$ cat src/rtl/riscv_trace_buffer.sv
// riscv_trace_buffer: packs core register writebacks and data-memory accesses
// into trace records, buffers them in a dual-push FIFO and drains them over a
// valid/ready stream. Records that do not fit are counted in overflow_cnt.
// Optional macro TRACE_TIMESTAMP_EN adds a per-record cycle stamp (out_cycle).
module riscv_trace_buffer #(
    parameter int DATA_W = 32,
    parameter int ADDR_W = 9,
    parameter int DEPTH  = 16
) (
    input  logic                     clk,
    input  logic                     reset,
    input  logic                     reg_write_sig,
    input  logic [4:0]               reg_num,
    input  logic [DATA_W-1:0]        reg_data,
    input  logic                     wr,
    input  logic                     rd,
    input  logic [ADDR_W-1:0]        addr,
    input  logic [DATA_W-1:0]        wr_data,
    input  logic [DATA_W-1:0]        rd_data,
    output logic                     out_valid,
    input  logic                     out_ready,
    output logic [1:0]               out_kind,
    output logic [ADDR_W-1:0]        out_idx,
    output logic [DATA_W-1:0]        out_data,
    output logic [$clog2(DEPTH):0]   level,
    output logic [15:0]              overflow_cnt
`ifdef TRACE_TIMESTAMP_EN
    ,
    output logic [31:0]              out_cycle
`endif
);

    localparam int PTR_W = $clog2(DEPTH);
    localparam int LVL_W = PTR_W + 1;

    localparam logic [1:0] KIND_REG   = 2'd0;
    localparam logic [1:0] KIND_LOAD  = 2'd1;
    localparam logic [1:0] KIND_STORE = 2'd2;

    logic [1:0]        r_kind [DEPTH];
    logic [ADDR_W-1:0] r_idx  [DEPTH];
    logic [DATA_W-1:0] r_data [DEPTH];
`ifdef TRACE_TIMESTAMP_EN
    logic [31:0]       r_stamp [DEPTH];
    logic [31:0]       r_cycle;
`endif

    logic [PTR_W-1:0]  r_wptr;
    logic [PTR_W-1:0]  r_rptr;
    logic [LVL_W-1:0]  r_level;
    logic [15:0]       r_ovf;

    logic              w_memEv;
    logic              w_regEv;
    logic [1:0]        w_memKind;
    logic [DATA_W-1:0] w_memData;
    logic [ADDR_W-1:0] w_regIdx;
    logic [LVL_W-1:0]  w_free;
    logic [1:0]        w_numEv;
    logic [1:0]        w_numPush;
    logic [1:0]        w_numDrop;
    logic              w_pop;
    logic [1:0]        w_firstKind;
    logic [ADDR_W-1:0] w_firstIdx;
    logic [DATA_W-1:0] w_firstData;
    logic [PTR_W-1:0]  w_wptrNext;
    logic [PTR_W-1:0]  w_headPtr;
    logic [16:0]       w_ovfSum;

    // Classify this cycle's events and decide how many records fit; space is judged before any pop.
    always_comb begin
        w_memEv     = wr | rd;
        w_memKind   = wr ? KIND_STORE : KIND_LOAD;
        w_memData   = wr ? wr_data : rd_data;
        w_regEv     = reg_write_sig && (reg_num != 5'd0);
        w_regIdx    = ADDR_W'(reg_num);
        w_numEv     = {1'b0, w_memEv} + {1'b0, w_regEv};
        w_free      = LVL_W'(DEPTH) - r_level;
        if (w_free >= LVL_W'(w_numEv)) begin
            w_numPush = w_numEv;
        end else begin
            w_numPush = w_free[1:0];
        end
        w_numDrop   = w_numEv - w_numPush;
        w_pop       = (r_level != '0) && out_ready;
        w_wptrNext  = r_wptr + PTR_W'(1);
        w_ovfSum    = {1'b0, r_ovf} + 17'(w_numDrop);
        if (w_memEv) begin
            w_firstKind = w_memKind;
            w_firstIdx  = addr;
            w_firstData = w_memData;
        end else begin
            w_firstKind = KIND_REG;
            w_firstIdx  = w_regIdx;
            w_firstData = reg_data;
        end
        // When empty, the slot behind the read pointer still holds the last record shown.
        w_headPtr   = (r_level == '0) ? (r_rptr - PTR_W'(1)) : r_rptr;
    end

    // FIFO storage, pointers and occupancy; the mem record always takes the first slot.
    always_ff @(posedge clk or posedge reset) begin
        if (reset) begin
            for (int i = 0; i < DEPTH; i++) begin
                r_kind[i] <= '0;
                r_idx[i]  <= '0;
                r_data[i] <= '0;
            end
            r_wptr  <= '0;
            r_rptr  <= '0;
            r_level <= '0;
        end else begin
            if (w_numPush != 2'd0) begin
                r_kind[r_wptr] <= w_firstKind;
                r_idx[r_wptr]  <= w_firstIdx;
                r_data[r_wptr] <= w_firstData;
            end
            if (w_numPush == 2'd2) begin
                r_kind[w_wptrNext] <= KIND_REG;
                r_idx[w_wptrNext]  <= w_regIdx;
                r_data[w_wptrNext] <= reg_data;
            end
            r_wptr <= r_wptr + PTR_W'(w_numPush);
            if (w_pop) begin
                r_rptr <= r_rptr + PTR_W'(1);
            end
            r_level <= r_level + LVL_W'(w_numPush) - LVL_W'(w_pop);
        end
    end

    // Saturating count of records dropped for lack of space.
    always_ff @(posedge clk or posedge reset) begin
        if (reset) begin
            r_ovf <= '0;
        end else begin
            r_ovf <= w_ovfSum[16] ? 16'hFFFF : w_ovfSum[15:0];
        end
    end

`ifdef TRACE_TIMESTAMP_EN
    // Free-running cycle counter and per-slot stamps; paired records share one stamp.
    always_ff @(posedge clk or posedge reset) begin
        if (reset) begin
            r_cycle <= '0;
            for (int i = 0; i < DEPTH; i++) begin
                r_stamp[i] <= '0;
            end
        end else begin
            r_cycle <= r_cycle + 32'd1;
            if (w_numPush != 2'd0) begin
                r_stamp[r_wptr] <= r_cycle;
            end
            if (w_numPush == 2'd2) begin
                r_stamp[w_wptrNext] <= r_cycle;
            end
        end
    end

    assign out_cycle = r_stamp[w_headPtr];
`endif

    assign out_valid    = (r_level != '0);
    assign out_kind     = r_kind[w_headPtr];
    assign out_idx      = r_idx[w_headPtr];
    assign out_data     = r_data[w_headPtr];
    assign level        = r_level;
    assign overflow_cnt = r_ovf;

endmodule

$ cat config.mk
export PLATFORM = sky130hd
export DESIGN_NAME = riscv_trace_buffer
export DESIGN_NICKNAME = d
export VERILOG_FILES = /design/src/rtl/riscv_trace_buffer.sv
export SDC_FILE = /design/constraint.sdc
export NUM_CORES = 2
export LEC_CHECK = 0
export CAP_MARGIN = 20
export CORE_MARGIN = 2
export CORE_UTILIZATION = 55
export DETAILED_ROUTE_END_ITERATION = 8
export PLACE_DENSITY = 0.7
export RECOVER_POWER = 50
export SLEW_MARGIN = 20
export SYNTH_ARGS = -nofsm -noshare
export SYNTH_HDL_FRONTEND = slang
export SYNTH_SLANG_ARGS = --single-unit
$ cat constraint.sdc
create_clock -name clk -period 50.9 [get_ports clk]
set_clock_uncertainty 0.2 [all_clocks]
set_input_delay 5.09 -clock clk [delete_from_list [all_inputs] [get_ports clk]]
set_output_delay 5.09 -clock clk [all_outputs]
set_load 0.01 [all_outputs]
==> impl_metrics.py <==
metrics = {
    "route": {
        "viasPerCell": 8.25,
        "drtPass1Iterations": 9,
        "drtIter0Drc": 9122,
        "vias": 47800,
        "antenna_left": 0,
        "routed_wl_um": 198000,
        "avgRoutedWirePerCell_um": 34.2,
        "drc_errors": 0,
    },
    "timing": {
        "hold_violations": 0,
        "fmax_ghz": 0.0637,
        "finalSetupTns_ps": 0,
        "tightestPinTransition_ps": 5200,
        "relSlewSlack_pct": -248,
        "period_needed_ps": 15690,
        "slew_violations": 821,
        "finalSetupViolCount": 0,
        "finalCritPeriodShare_pct": 30.8,
        "rsz0062_at_grt": "no",
    },
    "clock_network": {
        "clk_pin_slew_ps": 60,
        "cts_sinks": 717,
        "postCtsSetupBuffers": 0,
        "cts-htree-levels": 3,
        "hold_buffers": 0,
        "cts_resized": 0,
        "cts_tree": "done",
        "cts_buffers": 83,
        "root_buffer": "clkbuf_16",
        "clock_latency_ps": 650,
        "clockBufferDepth": 3,
    },
    "worst_setup_path": {
        "cp.depth": 5,
        "cp.buffers_inverters": 5,
        "required_ps": 50730,
        "crit_path_end_kind": "asynchronous set/reset pin",
        "critPathMaxFanout": 109,
        "arrival_ps": 15530,
        "reg2reg_slack_ps": 41920,
        "timing.critical_path.mode_cell": "clkbuf_1",
        "crit_slowest_cell": "clkinvlp_2",
        "crit_end": "r_data[205]",
        "criticalPathCategory": "input pin to asynchronous set/reset pin",
        "crit_chain": "dlygate4sd3_1 -> clkinvlp_2 -> clkbuf_1 -> clkbuf_1 -> clkbuf_1",
        "r2r-end": "r_data[304]",
        "cpPeakStageDelay_ps": 2870,
        "r2r-start": "level[0]",
        "crit_family": "buffers and inverters",
        "r2r_cells": 14,
        "crit_path_start_kind": "input pin",
        "crit_start": "reset",
    },
    "yosys": {
        "ys.flop_type": "dfrtp_1",
        "async_reset_ff_share_pct": 100,
        "synth_top_family_by_area": "compound AO/OA/AOI/OAI gates",
        "syn-cell-area_mm2": 0.0467,
        "ys_ff_latch": 717,
        "yosysWarnings": 0,
        "postSynthCellCount": 5005,
        "syn_nets": 5143,
        "ys_seq_area_share_pct": 38.4,
        "ys_types": 54,
        "synthAdderAreaFrac_pct": 0.637,
        "synth_edf_count": 0,
        "yosys.area_share.simple_pct": 13.5,
        "synth_area_per_cell_um2": 9.33,
        "synth_mux_area_share_pct": 10.1,
        "synth_compound_area_share_pct": 29.0,
        "synth_xor_area_share_pct": 0.450,
    },
    "die": {
        "coreArea_mm2": 0.0838,
        "die-area_mm2": 0.0873,
        "row_count": 106,
        "ios": 181,
        "start_util_pct": 55.7,
        "chipHeight_um": 295,
        "die_w_um": 295,
    },
    "status": {
        "violations": "max-capacitance violations, max-slew violations",
        "status": "finished, violations left",
    },
    "pwr": {
        "powerDensity_mw_per_mm2": 65.1,
        "ir_worst_vdd_mv": 0.131,
        "leakagePower_nw": 18.1,
    },
    "cells_and_area": {
        "fillers": 7029,
        "synthToLayoutAreaGrowth_pct": 8.96,
        "final_cell_mix": "dfrtp_1 (717), o31ai_1 (688), a21oi_1 (631), a31oi_1 (593), or4_1 (513)",
        "final_cells": 5796,
        "fin_nets": 4734,
        "layout_commonest_cell": "dfrtp_1",
        "drive_above_1_share_pct": 11.2,
    },
    "job": {
        "maxCapViolCount": 12,
    },
    "grt": {
        "grt_pass1_vias": 43400,
        "grtUsageTotal_pct": 44.3,
        "grt_pass1_wl_um": 290000,
        "grt_max_degree": 257,
        "overflow": 0,
        "grt_antenna_before_repair": 11,
    },
    "placed_design": {
        "gp_congestion": 0.934,
        "port_buffers": 180,
        "hpwl_um": 99400,
        "dpl.cell_count": 5643,
    },
    "worst_hold_path": {
        "min_path_type": "flop to flop",
    },
}
## metal layers
metal	track usage, %	vias to the layer above	part of all wire, %
met5	0	-	0.031
met4	28.0	8	7.4
met3	16.2	947	16
met2	60.8	4415	41
met1	59.1	23100	36
li1	-	19300	-
## through the flow
step	hold slack (ps)	instance area, um^2	util (%)	setup WS [ps]	power [W]
floorplan	309	46700	-	25500	0.00207
global placement	319	48000	57.3	37520	0.00258
detailed placement	327	48100	57.4	37360	0.00262
CTS	335	50800	60.7	38040	0.00324
global route	354	50900	60.7	33550	0.00344
finish	334	50900	60.7	35210	0.00331
## registers in the layout, indices dropped and copies added, names as in the netlist
| name | count |
|---|---|
| r_rptr | 4 |
| r_kind | 32 |
| r_idx | 144 |
| overflow_cnt | 16 |
| r_data | 512 |
| level | 5 |
| r_wptr | 4 |
## cells in the mapped netlist, drive strengths merged (2+ instances only)
cell type / number / area share, %
ha: 19 / 0.51
o21ai: 126 / 1.3
dfrtp: 717 / 38
a21o: 4 / 0.064
nor2: 83 / 0.67
clkbuf: 567 / 4.6
o311ai: 11 / 0.30
o311a: 10 / 0.21
dlygate4sd1: 8 / 0.15
or4: 513 / 8.2
mux2: 2 / 0.048
nand4: 116 / 1.6
mux4: 172 / 8.3
a21oi: 647 / 6.9
buf: 239 / 3.0
mux2i: 83 / 1.8
nand3: 9 / 0.096
fa: 3 / 0.13
or2: 5 / 0.067
and2: 3 / 0.040
nand2: 132 / 1.1
o31a: 2 / 0.038
and4: 18 / 0.34
nor3: 99 / 1.1
a311oi: 6 / 0.13
nor2b: 11 / 0.15
a31oi: 593 / 7.9
a311o: 4 / 0.086
inv: 24 / 0.19
xnor2: 13 / 0.24
nand2b: 11 / 0.15
a22oi: 43 / 0.69
o31ai: 690 / 11
xor2: 11 / 0.21
## how the worst min path moves through the flow
stage                     startpoint    endpoint  slack [ps]  cells after the start
final                     r_idx[123]  r_idx[123]         330                      2
after global routing      r_kind[30]  r_kind[30]         350                      2
after CTS                 r_idx[122]  r_idx[122]         330                      2
after detailed placement  r_idx[122]  r_idx[122]         330                      2
after global placement     r_idx[77]   r_idx[77]         320                      2
after floorplan           r_idx[122]  r_idx[122]         310                      2
## report_power, final
part	internal, W	switching (W)	total (W)	leakage [nW]
combinational	0.000676	0.000997	0.00167	7.93
clock	0.000370	0.000257	0.000627	1.35
sequential	0.000844	0.000170	0.00101	8.86
total	0.00189	0.00142	0.00331	18.1
## worst register-to-register path, delay by kind of cell, from the launching register on
family                   cells  cell delay, ps
adder cells (fa/ha/maj)      2             590
buffers and inverters        6            3740
AND/OR/NAND/NOR              3            2510
flip-flops                   1             670
AO/OA/AOI/OAI                3            1210
## cell families (layout without fill, tap and decap cells)
| group | Yosys count | in the layout |
|---|---|---|
| AND/OR/NAND/NOR | 1004 | 1004 |
| flip-flops | 717 | 717 |
| adder cells (fa/ha/maj) | 22 | 22 |
| buffers and inverters | 838 | 485 |
| multiplexers | 257 | 257 |
| other | 0 | 10 |
| AO/OA/AOI/OAI | 2143 | 2143 |
| XOR/XNOR | 24 | 24 |
## cell type report
type | instances | area, um^2 | share of cell area, %
antenna | 10 | 25.0 | 0.0492
clock buffer | 122 | 2480 | 4.87
sequential | 717 | 17900 | 35.3
timing repair buffer | 320 | 2910 | 5.73
inverter | 24 | 91.3 | 0.179
multi-input combinational | 3450 | 25700 | 50.6
clock inverter | 19 | 279 | 0.548
tap | 1134 | 1420 | 2.79
(Power assumes the default switching activity.)
